<file path="src/rtl/voice_sequencer.sv">
// voice_sequencer: shares one phase2sample interpolator across VOICES voices.
// Each sample_tick steps every voice's phase accumulator, issues one lookup per
// voice, collects the pipelined results and emits their unsigned sum.
module voice_sequencer #(
  parameter int VOICES      = 8,
  parameter int ACC_W       = 16,
  parameter int P2S_LATENCY = 3
) (
  input  logic                          clk,
  input  logic                          rst,
  input  logic                          sample_tick,
  input  logic                          cfg_we,
  input  logic [$clog2(VOICES)-1:0]     cfg_voice,
  input  logic [1:0]                    cfg_sel,
  input  logic [ACC_W-1:0]              cfg_data,
  output logic                          p2s_ce,
  output logic [6:0]                    p2s_nco_phase,
  output logic [7:0]                    p2s_wfm_num_l,
  output logic [7:0]                    p2s_wfm_num_r,
  output logic [7:0]                    p2s_factor,
  input  logic [7:0]                    p2s_sample,
  output logic [8+$clog2(VOICES)-1:0]   mix_out,
  output logic                          mix_valid,
  output logic                          busy,
  output logic                          overrun
);

  localparam int IDX_W = $clog2(VOICES);
  localparam int MIX_W = 8 + IDX_W;
  localparam int CNT_W = (P2S_LATENCY > 1) ? $clog2(P2S_LATENCY) : 1;
  localparam logic [IDX_W-1:0] LAST_IDX = IDX_W'(VOICES - 1);
  localparam logic [CNT_W-1:0] LAST_CNT = CNT_W'(P2S_LATENCY - 1);

  typedef enum logic [1:0] {S_IDLE, S_ISSUE, S_DRAIN, S_DONE} state_t;

  state_t                 state_q, state_d;
  logic [IDX_W-1:0]       idx_q, idx_d;
  logic [CNT_W-1:0]       cnt_q, cnt_d;
  logic [P2S_LATENCY-1:0] vld_q, vld_d;
  logic [MIX_W-1:0]       sum_q, sum_d;

  logic [ACC_W-1:0] inc_q [VOICES];
  logic [ACC_W-1:0] acc_q [VOICES];
  logic [7:0]       wl_q  [VOICES];
  logic [7:0]       wr_q  [VOICES];
  logic [7:0]       fac_q [VOICES];

  logic             ce_q, ce_d;
  logic [6:0]       ph_q, ph_d;
  logic [7:0]       owl_q, owl_d;
  logic [7:0]       owr_q, owr_d;
  logic [7:0]       ofac_q, ofac_d;
  logic [MIX_W-1:0] mix_q, mix_d;
  logic             mv_q, mv_d;
  logic             busy_q, busy_d;
  logic             ovr_q, ovr_d;

  // Sequencer state, capture pipeline and running mix sum.
  always_ff @(posedge clk) begin
    if (rst) begin
      state_q <= S_IDLE;
      idx_q   <= '0;
      cnt_q   <= '0;
      vld_q   <= '0;
      sum_q   <= '0;
    end else begin
      state_q <= state_d;
      idx_q   <= idx_d;
      cnt_q   <= cnt_d;
      vld_q   <= vld_d;
      sum_q   <= sum_d;
    end
  end

  // Next state: issue every voice, drain the interpolator pipeline, then report.
  always_comb begin
    state_d = state_q;
    idx_d   = idx_q;
    cnt_d   = cnt_q;
    case (state_q)
      S_IDLE: begin
        if (sample_tick) begin
          state_d = S_ISSUE;
          idx_d   = '0;
        end else begin
          state_d = S_IDLE;
        end
      end
      S_ISSUE: begin
        if (idx_q == LAST_IDX) begin
          state_d = S_DRAIN;
          cnt_d   = '0;
        end else begin
          idx_d = idx_q + IDX_W'(1);
        end
      end
      S_DRAIN: begin
        if (cnt_q == LAST_CNT) begin
          state_d = S_DONE;
        end else begin
          cnt_d = cnt_q + CNT_W'(1);
        end
      end
      S_DONE:  state_d = S_IDLE;
      default: state_d = S_IDLE;
    endcase
  end

  // Track real issues through the pipeline and accumulate their samples at the tap.
  always_comb begin
    vld_d    = '0;
    vld_d[0] = (state_q == S_ISSUE);
    for (int i = 1; i < P2S_LATENCY; i++) begin
      vld_d[i] = vld_q[i-1];
    end
    if (state_q == S_IDLE) begin
      sum_d = '0;
    end else if (vld_q[P2S_LATENCY-1]) begin
      sum_d = sum_q + MIX_W'(p2s_sample);
    end else begin
      sum_d = sum_q;
    end
  end

  // Output values for the coming cycle, derived from the next state so they are registered.
  always_comb begin
    ce_d   = (state_d == S_ISSUE) || (state_d == S_DRAIN);
    busy_d = (state_d != S_IDLE);
    mv_d   = (state_d == S_DONE);
    ovr_d  = ovr_q | (sample_tick && (state_q != S_IDLE));
    if (state_d == S_DONE) begin
      mix_d = sum_d;
    end else begin
      mix_d = mix_q;
    end
    if (state_d == S_ISSUE) begin
      ph_d   = acc_q[idx_d][ACC_W-1 -: 7];
      owl_d  = wl_q[idx_d];
      owr_d  = wr_q[idx_d];
      ofac_d = fac_q[idx_d];
    end else begin
      ph_d   = ph_q;
      owl_d  = owl_q;
      owr_d  = owr_q;
      ofac_d = ofac_q;
    end
  end

  // Output registers.
  always_ff @(posedge clk) begin
    if (rst) begin
      ce_q   <= 1'b0;
      ph_q   <= 7'd0;
      owl_q  <= 8'd0;
      owr_q  <= 8'd0;
      ofac_q <= 8'd0;
      mix_q  <= '0;
      mv_q   <= 1'b0;
      busy_q <= 1'b0;
      ovr_q  <= 1'b0;
    end else begin
      ce_q   <= ce_d;
      ph_q   <= ph_d;
      owl_q  <= owl_d;
      owr_q  <= owr_d;
      ofac_q <= ofac_d;
      mix_q  <= mix_d;
      mv_q   <= mv_d;
      busy_q <= busy_d;
      ovr_q  <= ovr_d;
    end
  end

  // Host-visible per-voice configuration registers.
  always_ff @(posedge clk) begin
    if (rst) begin
      for (int i = 0; i < VOICES; i++) begin
        inc_q[i] <= '0;
        wl_q[i]  <= 8'd0;
        wr_q[i]  <= 8'd0;
        fac_q[i] <= 8'd0;
      end
    end else if (cfg_we) begin
      case (cfg_sel)
        2'd0:    inc_q[cfg_voice] <= cfg_data;
        2'd1:    wl_q[cfg_voice]  <= cfg_data[7:0];
        2'd2:    wr_q[cfg_voice]  <= cfg_data[7:0];
        2'd3:    fac_q[cfg_voice] <= cfg_data[7:0];
        default: ;
      endcase
    end
  end

  // Phase accumulators advance when their voice is loaded, so the lookup sees the old phase.
  always_ff @(posedge clk) begin
    if (rst) begin
      for (int i = 0; i < VOICES; i++) begin
        acc_q[i] <= '0;
      end
    end else if (state_d == S_ISSUE) begin
      acc_q[idx_d] <= acc_q[idx_d] + inc_q[idx_d];
    end
  end

  assign p2s_ce        = ce_q;
  assign p2s_nco_phase = ph_q;
  assign p2s_wfm_num_l = owl_q;
  assign p2s_wfm_num_r = owr_q;
  assign p2s_factor    = ofac_q;
  assign mix_out       = mix_q;
  assign mix_valid     = mv_q;
  assign busy          = busy_q;
  assign overrun       = ovr_q;

endmodule

</file>
<file path="config.mk">
export PLATFORM = sky130hd
export DESIGN_NAME = voice_sequencer
export DESIGN_NICKNAME = d
export VERILOG_FILES = /design/src/rtl/voice_sequencer.sv
export SDC_FILE = /design/constraint.sdc
export NUM_CORES = 1
export LEC_CHECK = 0
export ABC_AREA = 1
export BUFFER_PORTS_ARGS = -buffer_cell sky130_fd_sc_hd__buf_2
export CAP_MARGIN = 20
export CORE_MARGIN = 3
export CORE_UTILIZATION = 40
export DETAILED_ROUTE_END_ITERATION = 16
export PLACE_DENSITY = 0.62
export REMOVE_ABC_BUFFERS = 1
export SLEW_MARGIN = 10
export SYNTH_ARGS = -nofsm -noshare
export SYNTH_HDL_FRONTEND = slang
export SYNTH_SLANG_ARGS = --single-unit
export TNS_END_PERCENT = 10
</file>
<file path="constraint.sdc">
create_clock -name clk -period 10.9 [get_ports clk]
set_clock_uncertainty 0.05 [all_clocks]
set_input_delay 0.545 -clock clk [delete_from_list [all_inputs] [get_ports clk]]
set_output_delay 0.545 -clock clk [all_outputs]
set_load 0.1 [all_outputs]
</file>
Yosys cells after proc, flatten, opt, wreduce, memory -nomap -nowiden

Memory sizes are Yosys's and may differ from the RTL's. A register that Yosys moved wholly into a read port is not among the register bits.
Index checks and enable logic that the tools add are counted.

Flip-flop bits (word level): 43
RAM bits: 448
Memories: 5

Memories:

| memory | depth | bits a word | rd ports | clocked after memory_dff | write ports | line | text |
|---|---|---|---|---|---|---|---|
| acc_q  | 8     | 16          | 1        | 0                        | 8           | 43   | `logic [ACC_W-1:0] acc_q [VOICES];` |
| inc_q  | 8     | 16          | 1        | 0                        | 8           | 42   | `logic [ACC_W-1:0] inc_q [VOICES];` |
| fac_q  | 8     | 8           | 1        | 1                        | 8           | 46   | `logic [7:0] fac_q [VOICES];` |
| wl_q   | 8     | 8           | 1        | 1                        | 8           | 44   | `logic [7:0] wl_q [VOICES];` |
| wr_q   | 8     | 8           | 1        | 1                        | 8           | 45   | `logic [7:0] wr_q [VOICES];` |

$add $sub $neg: 4
Equal/unequal tests: 13
Muxes and demuxes: 48
Bitwise gates (word level): 1
Reduce and logical (&&, ||, !) cells: 13

Operators by type and width:

| cell                                                                    | number |
|---|---|
| 16-bit two-way mux                                                      | 2 |
| 16-bit OR reduction                                                     | 2 |
| 1-bit two-way mux                                                       | 27 |
| 8-bit two-way mux                                                       | 3 |
| 8-bit OR reduction                                                      | 3 |
| 11-bit two-way mux                                                      | 2 |
| 3-bit two-way mux                                                       | 7 |
| 16-bit adder                                                            | 1 |
| 2-bit equality test, second input constant                              | 7 |
| 11-bit by 8-bit adder with 11-bit output                                | 1 |
| 2-bit two-way mux                                                       | 4 |
| 2-bit one-hot mux with 4 select lines                                   | 1 |
| 2-bit by 1-bit equality test with 1-bit output, second input constant   | 3 |
| 3-bit one-hot mux with 2 select lines                                   | 1 |
| 2-bit nonzero test                                                      | 3 |
| 2-bit zero test                                                         | 2 |
| 2-bit one-hot mux with 2 select lines                                   | 1 |
| 3-bit by 1-bit adder with 3-bit output, second input constant           | 1 |
| 3-bit equality test, second input constant                              | 1 |
| 3-bit AND reduction                                                     | 1 |
| 2-bit by 1-bit adder with 2-bit output, second input constant           | 1 |
| 2-bit by 1-bit inequality test with 1-bit output, second input constant | 1 |
| 2-bit inequality test, second input constant                            | 1 |
| 1-bit logical AND                                                       | 1 |
| 2 further kinds                                                         | 2 |

Longest topological paths before layout

Gate-level depths: netlist (run 1).

Depth after elaboration: 9
Gate-level depth with buffers: 27
Depth with buffers taken out: 25

Worst setup path before layout (run 1)

No wires, ideal clock.

Kind: register to register
Start: register state_q[0]
End: memory acc_q[0][12] (data pin)
Setup time: 0.272 ns
Arrival: 3.658 ns
Path slack: 6.919 ns
Cell stages (with the launch flop): 28
Clock period less this slack: 3.981 ns
Path through: dfxtp_1 > inv_1 > ha_1 > inv_1 > nand2_2 > nand2_1 > nand2_2 > nand3_4 > nor2_8 > nand2_4 > inv_2 > buf_6 > buf_8 > nand2_1 > o21ai_0 > a21oi_1 > o221ai_1 > ha_1 > fa_1 > a21oi_1 > o21bai_1 > nand2_1 > nand2_1 > a21o_1 > nand2_1 > nand2_1 > xnor2_1 > nor2_1

RTL lines:

| what                   | line | text |
|---|---|---|
| start, declared        | 36   | `state_t state_q, state_d;` |
| start signal, assigned | 67   | `state_q <= state_d;` |
| end, declared          | 43   |  |

==> impl_metrics.toml, run 1 <==
[status]
outcome = "completed"

[die]
ioPinCount = 79
fp.dieW_um = 245
start_util_pct = 40.5
die_h_um = 245
rows = 87
core_area_mm2 = 0.0565
dieArea_mm2 = 0.0601

[global_routing]
grt_pass1_vias = 16400
grt_pass1_wl_um = 96300
grt_max_degree = 120
antenna_found_initial = 2
grt.overflow.total = 0
grt_usage_pct = 20.8

[final_layout]
final_cell_count_no_fill = 3074
num-nets-final = 2340
final.fill_count = 5250
final_area_mm2 = 0.0255
drive_gt1_share_pct = 9.28
area_delta_synth_final_pct = 11.4
layout_commonest_cell = "nor2_1"
final_cell_mix = "nor2_1 (633), edfxtp_1 (448), nand2_1 (346)"
post-route-util_pct = 45.1

[critical_path]
path_delay_family = "simple AND/OR/NAND/NOR gates"
worst_setup_path_end_kind = "flop"
path_common_cell = "nand2_1"
required_ps = 11190
slowest_delay_ps = 750
worst-path-buf-inv = 3
cp-start-kind = "flop"
path_cells = "inv_1 -> ha_1 -> inv_1 -> nand2_2 -> nand3_1 -> nand2_2 -> nand2_8 -> nand2_2 -> inv_2 -> a21oi_1 -> o221ai_1 -> ha_1 -> fa_1 -> a21oi_1 -> o21bai_1 -> nand2_1 -> nand2_1 -> a21o_1 -> nand2_1 -> nand2_1 -> xnor2_1 -> nor2_1"
arrival_ps = 6390
worstSetupPathType = "reg -> reg"
crit_fanout = 119
crit_slowest_cell = "nand2_2"

[yosys]
netlist-cell-type-count = 47
synth-edff-count = 448
synth_cells = 2251
synth_warnings = 0
async_reset_ff_share_pct = 0
avgSynthCellArea_um2 = 10.2
ys_seq_elements = 515
synth_ff_type = "edfxtp_1"
ys_seq_area_share_pct = 64.7
synthesis.area_mm2 = 0.0229

[placement]
dp_hpwl_um = 36300
dpl_cell_area_mm2 = 0.0237
place_congestion = 0.887
io_buffers = 78
place_inst = 2975

[sta]
hold_slack_ps = 156
fin_crit_sh_pct = 55.9
tightest_slew_ps = 1200
slew_viol_final = 0
finalCriticalPeriod_ps = 6100
rsz0062_at_grt = "false"
hold_viol_final = 0
finalSetupViolCount = 0
slew_headroom_pct = 19.5
fmax_mhz = 164
fin_setup_tns_ps = 0

[power]
comb_power_share_pct = 16.4
sw_frac_of_total_pct = 29.2
vdd_drop_max_mv = 0.124
power.density_mw_per_mm2 = 195
clockPowerShare_pct = 37.5
p_int_uw = 3530
switchingPower_uw = 1450
p_leak_uw = 0.00979
seqPwrFrac_pct = 46.1

[cts]
tritoncts = "yes"
cts-root-buf = "clkbuf_16"
postCtsHoldBufs = 0
htree_levels = 2
post-cts-setup-buffer-count = 0
cts_made_buffers = 52
clock-sinks = 515
clk_latency_ps = 630
cts_resized = 0
clkTransAtPathRegs_ps = 60
clock_path_buffers = 3

[drt]
vias = 16700
routed_wl_um = 62500
vias_per_cell = 5.44
drtAntennaViolNets = 0
drtIter0Drc = 1721
drc = 0
dr.pass1.iters = 5
wl_per_cell_um = 20.3

[job]
cap_violations = 0

[worst_hold_path]
min_path_type = "in -> reg"
[synthesized netlist by cell type (20+ instances only)]
cell type  number  area (um2)
a211oi_1       21         158
a21oi_1        82         410
inv_1          81         304
nor2_1        633        2380
nand2_1       346        1300
o21ai_0       167         836
nand3_1        74         370
ha_1           32         400
clkbuf_1       67         251
dfxtp_1        67        1340
edfxtp_1      448       13500
buf_2          35         175
nand2_2        20         125
[path summary, 6_finish.rpt]
path	cells past startpoint	endpoint	start	slack (ps)
setup / recovery	22	acc_q[4][12]	state_q[0]	4800
hold / removal	3	overrun	sample_tick	160
setup reg to reg	22	acc_q[4][12]	state_q[0]	4800
hold reg to reg	2	vld_q[1]	vld_q[0]	360
[power by group through the flow]
stage | registers [uW] | clock network [uW] | logic, uW
detailed placement | 2340 | 0 | 806
CTS | 2300 | 1890 | 810
global placement | 2330 | 0 | 796
finish | 2300 | 1870 | 814
global route | 2310 | 1980 | 888
floorplan | 2440 | 0 | 448
[per-stage QoR]
step / setup slack, ps / power [uW]
3_5_place_dp: 4890 / 3140
6_report: 4800 / 4980
3_3_place_gp: 5000 / 3130
4_1_cts: 4850 / 4990
2_1_floorplan: 5190 / 2890
5_1_grt: 4260 / 5170
[worst reg2reg max path: stages, from the launching register on]
cell and delay, ps:
dfxtp_1 320, inv_1 110, ha_1 470, inv_1 220, nand2_2 130, nand3_1 90, nand2_2 180, nand2_8 430
nand2_2 750, inv_2 550, a21oi_1 290, o221ai_1 130, ha_1 230, fa_1 460, a21oi_1 170, o21bai_1 110
nand2_1 70, nand2_1 120, a21o_1 220, nand2_1 60, nand2_1 60, xnor2_1 530, nor2_1 100
[sequential cells by signal, indices dropped and copies added, names as in the netlist]
signal and flops:
p2s_wfm_num_r 8, idx_q 3, busy 1, vld_q 3, inc_q 128, p2s_wfm_num_l 8
mix_out 11, acc_q 128, p2s_nco_phase 7, sum_q 11, p2s_ce 1, state_q 2
cnt_q 2, fac_q 64, p2s_factor 8, mix_valid 1, overrun 1, wr_q 64
wl_q 64
[kinds of logic after synthesis]
logic type,after synthesis,share of synthesized area [%]
AO/OA/AOI/OAI,367,9.17
XOR/XNOR,19,0.727
adder cells (fa/ha/maj),34,1.93
buffers and inverters,213,4.28
flip-flops,515,64.7
AND/OR/NAND/NOR,1103,19.2
[metal layers]
| metal | wire length (um) | part of all wire, % | track usage [%] | up-vias |
|---|---|---|---|---|
| li1 | - | - | - | 7747 |
| met1 | 25600 | 41 | 28.0 | 8167 |
| met2 | 30200 | 48 | 34.4 | 684 |
| met3 | 5010 | 8.0 | 3.44 | 125 |
| met4 | 1710 | 2.7 | 6.84 | 2 |
| met5 | 11 | 0.018 | 0 | - |
[cell type report]
type	instances	area (um2)	area share (%)
timing repair buffer	93	503	1.97
multi-input combinational	1523	7130	28.0
inverter	88	330	1.30
clock inverter	29	358	1.40
clock buffer	69	1430	5.60
antenna	1	2.50	0.00982
sequential	515	14800	58.0
tap	756	946	3.71
(Power assumes the default switching activity.)
==> inputs of run 2 (changes only) <==
--- a/config.mk
+++ b/config.mk
@@ -11,7 +11,7 @@
 export CORE_MARGIN = 3
 export CORE_UTILIZATION = 40
 export DETAILED_ROUTE_END_ITERATION = 16
-export PLACE_DENSITY = 0.62
+export PLACE_DENSITY = 0.65
 export REMOVE_ABC_BUFFERS = 1
 export SLEW_MARGIN = 10
 export SYNTH_ARGS = -nofsm -noshare
==> constraint.sdc (replaced) <==
create_clock -name clk -period 5.4 [get_ports clk]
set_clock_uncertainty 0.05 [all_clocks]
set_input_delay 0.27 -clock clk [delete_from_list [all_inputs] [get_ports clk]]
set_output_delay 0.27 -clock clk [all_outputs]
set_load 0.1 [all_outputs]
==> impl_metrics.toml, run 2 (synthesis results as in run 1) <==
[sta]
finalCriticalPeriod_ps = 4950
fmax_mhz = 202
fin_crit_sh_pct = 91.7
hold_viol_final = 0
tightest_slew_ps = 1080
finalSetupViolCount = 0
slew_headroom_pct = 27.8
slew_viol_final = 0
rsz0062_at_grt = "false"
setup_ws_ps = 448

[power]
vdd_drop_max_mv = 0.230
p_leak_uw = 0.00999
power.density_mw_per_mm2 = 391
power_uw = 10100

[critical_path]
r2r_slack_ps = 450
path_cells = "inv_1 -> ha_1 -> inv_1 -> nand2_2 -> nand2_1 -> nand2_2 -> nand3_4 -> nor2_8 -> nand2_2 -> buf_4 -> o21ai_1 -> a311oi_1 -> fa_1 -> a21oi_1 -> o21bai_1 -> nand2_1 -> nand2_1 -> a21o_1 -> nand2_1 -> nand2_1 -> xnor2_1 -> nor2_1"
worst_setup_path_end_kind = "flop"
r2r-start = "state_q[0]"
worst-path-buf-inv = 3
slowest_delay_ps = 490
timing.rr.end = "acc_q[5][12]"
crit_fanout = 16
r2r_cells = 22
required_ps = 5680
path_common_cell = "nand2_1"
cp-start-kind = "flop"
arrival_ps = 5240
worstSetupPathType = "reg -> reg"
path_delay_family = "simple AND/OR/NAND/NOR gates"
crit_slowest_cell = "xnor2_1"

[die]
die_h_um = 245
rows = 87
fp.dieW_um = 245
ioPinCount = 79
start_util_pct = 40.5
dieArea_mm2 = 0.0601
core_area_mm2 = 0.0565

[worst_hold_path]
worst_hold_path.endpoint = "inc_q[5][10]"
hp-start = "cfg_data[10]"
hold_depth = 3
min_path_type = "in -> reg"

[drt]
vias_per_cell = 5.41
drc = 0
drtAntennaViolNets = 0
routed_wl_um = 62100
vias = 16900
drtIter0Drc = 1580
wl_per_cell_um = 19.9
dr.pass1.iters = 5

[final_layout]
layout_commonest_cell = "nor2_1"
final_cell_mix = "nor2_1 (633), edfxtp_1 (448), nand2_1 (346)"
top_regs = "acc_q: 128 flops, inc_q: 128 flops"
area_delta_synth_final_pct = 12.9
antenna_cells = 0
num-nets-final = 2383
final_cell_count_no_fill = 3117
drive_gt1_share_pct = 10.9
final_area_mm2 = 0.0258

[placement]
dpl_cell_area_mm2 = 0.0240
dp_hpwl_um = 38100
place_inst = 3015
io_buffers = 78
place_congestion = 0.944
place_ws_ps = 400

[cts]
cts_made_buffers = 53
htree_levels = 2
clkTransAtPathRegs_ps = 60
tritoncts = "yes"
clock_path_buffers = 3
post-cts-setup-buffer-count = 0
clock-sinks = 515
cts-root-buf = "clkbuf_16"
clk_latency_ps = 630

[global_routing]
antenna_found_initial = 0
grt_pass1_wl_um = 95200
grt_max_degree = 58
grt_pass1_vias = 16700
grt_usage_pct = 20.4
grt.overflow.total = 0

[status]
outcome = "completed"

[job]
cap_violations = 0
==> run 2: worst max-delay path by stage <==
stage | from | endpoint | slack (ps) | cells after the start
finish | state_q[0] | acc_q[5][12] | 450 | 22
global route | state_q[0] | acc_q[3][8] | 20 | 21
CTS | state_q[0] | acc_q[0][9] | 390 | 19
detailed placement | state_q[0] | acc_q[2][9] | 400 | 19
global placement | state_q[0] | acc_q[2][9] | 570 | 19
floorplan | state_q[0] | acc_q[0][12] | -310 | 22
==> run 2: power by group <==
| group | leakage, uW | switching, uW | internal (uW) |
|---|---|---|---|
| Combinational | 0.00420 | 1320 | 421 |
| Sequential | 0.00492 | 73.7 | 4560 |
| Clock | 0.000862 | 1570 | 2150 |
==> run 2: metrics by stage <==
stage | hold WS, ps | setup TNS [ps] | utilization, %
finish | 31.4 | 0 | 45.7
global route | 47.6 | 0 | 45.7
CTS | 3.40 | 0 | 45.7
detailed placement | 345 | 0 | 42.5
global placement | 341 | 0 | 42.5
floorplan | 287 | -6900 | -
==> run 2: area by class of cell <==
| cell class | count | area [um2] |
|---|---|---|
| inverters | 88 | 330 |
| clock inverters | 22 | 269 |
| well taps | 756 | 946 |
| multi-input cells | 1523 | 7130 |
| flip-flops and latches | 515 | 14800 |
| clock buffers | 78 | 1510 |
| repair buffers | 135 | 836 |
| fillers | 5205 | 30700 |
==> run 2: metal layers <==
metal	routed length [um]	GRT usage (%)	up-vias
met2	30400	35.5	690
met4	2070	7.87	0
li1	-	-	7816
met5	0	0	-
met3	4550	2.56	153
met1	25100	26.0	8204
==> run 2: worst register-to-register path, cell delays in order, from the launching register on <==
cell,delay (ps)
dfxtp_1,320
inv_1,110
ha_1,470
inv_1,210
nand2_2,130
nand2_1,70
nand2_2,80
nand3_4,170
nor2_8,240
nand2_2,340
buf_4,330
o21ai_1,160
a311oi_1,120
fa_1,470
a21oi_1,160
o21bai_1,110
nand2_1,80
nand2_1,120
a21o_1,220
nand2_1,60
nand2_1,60
xnor2_1,490
nor2_1,110
==> run 2: repair_timing <==
item | CTS | global route
hold endpoints to repair | 2 | 0
endpoints found under the setup margin | 0 | 18
gates resized for setup | 0 | 2
hold buffers | 2 | 0
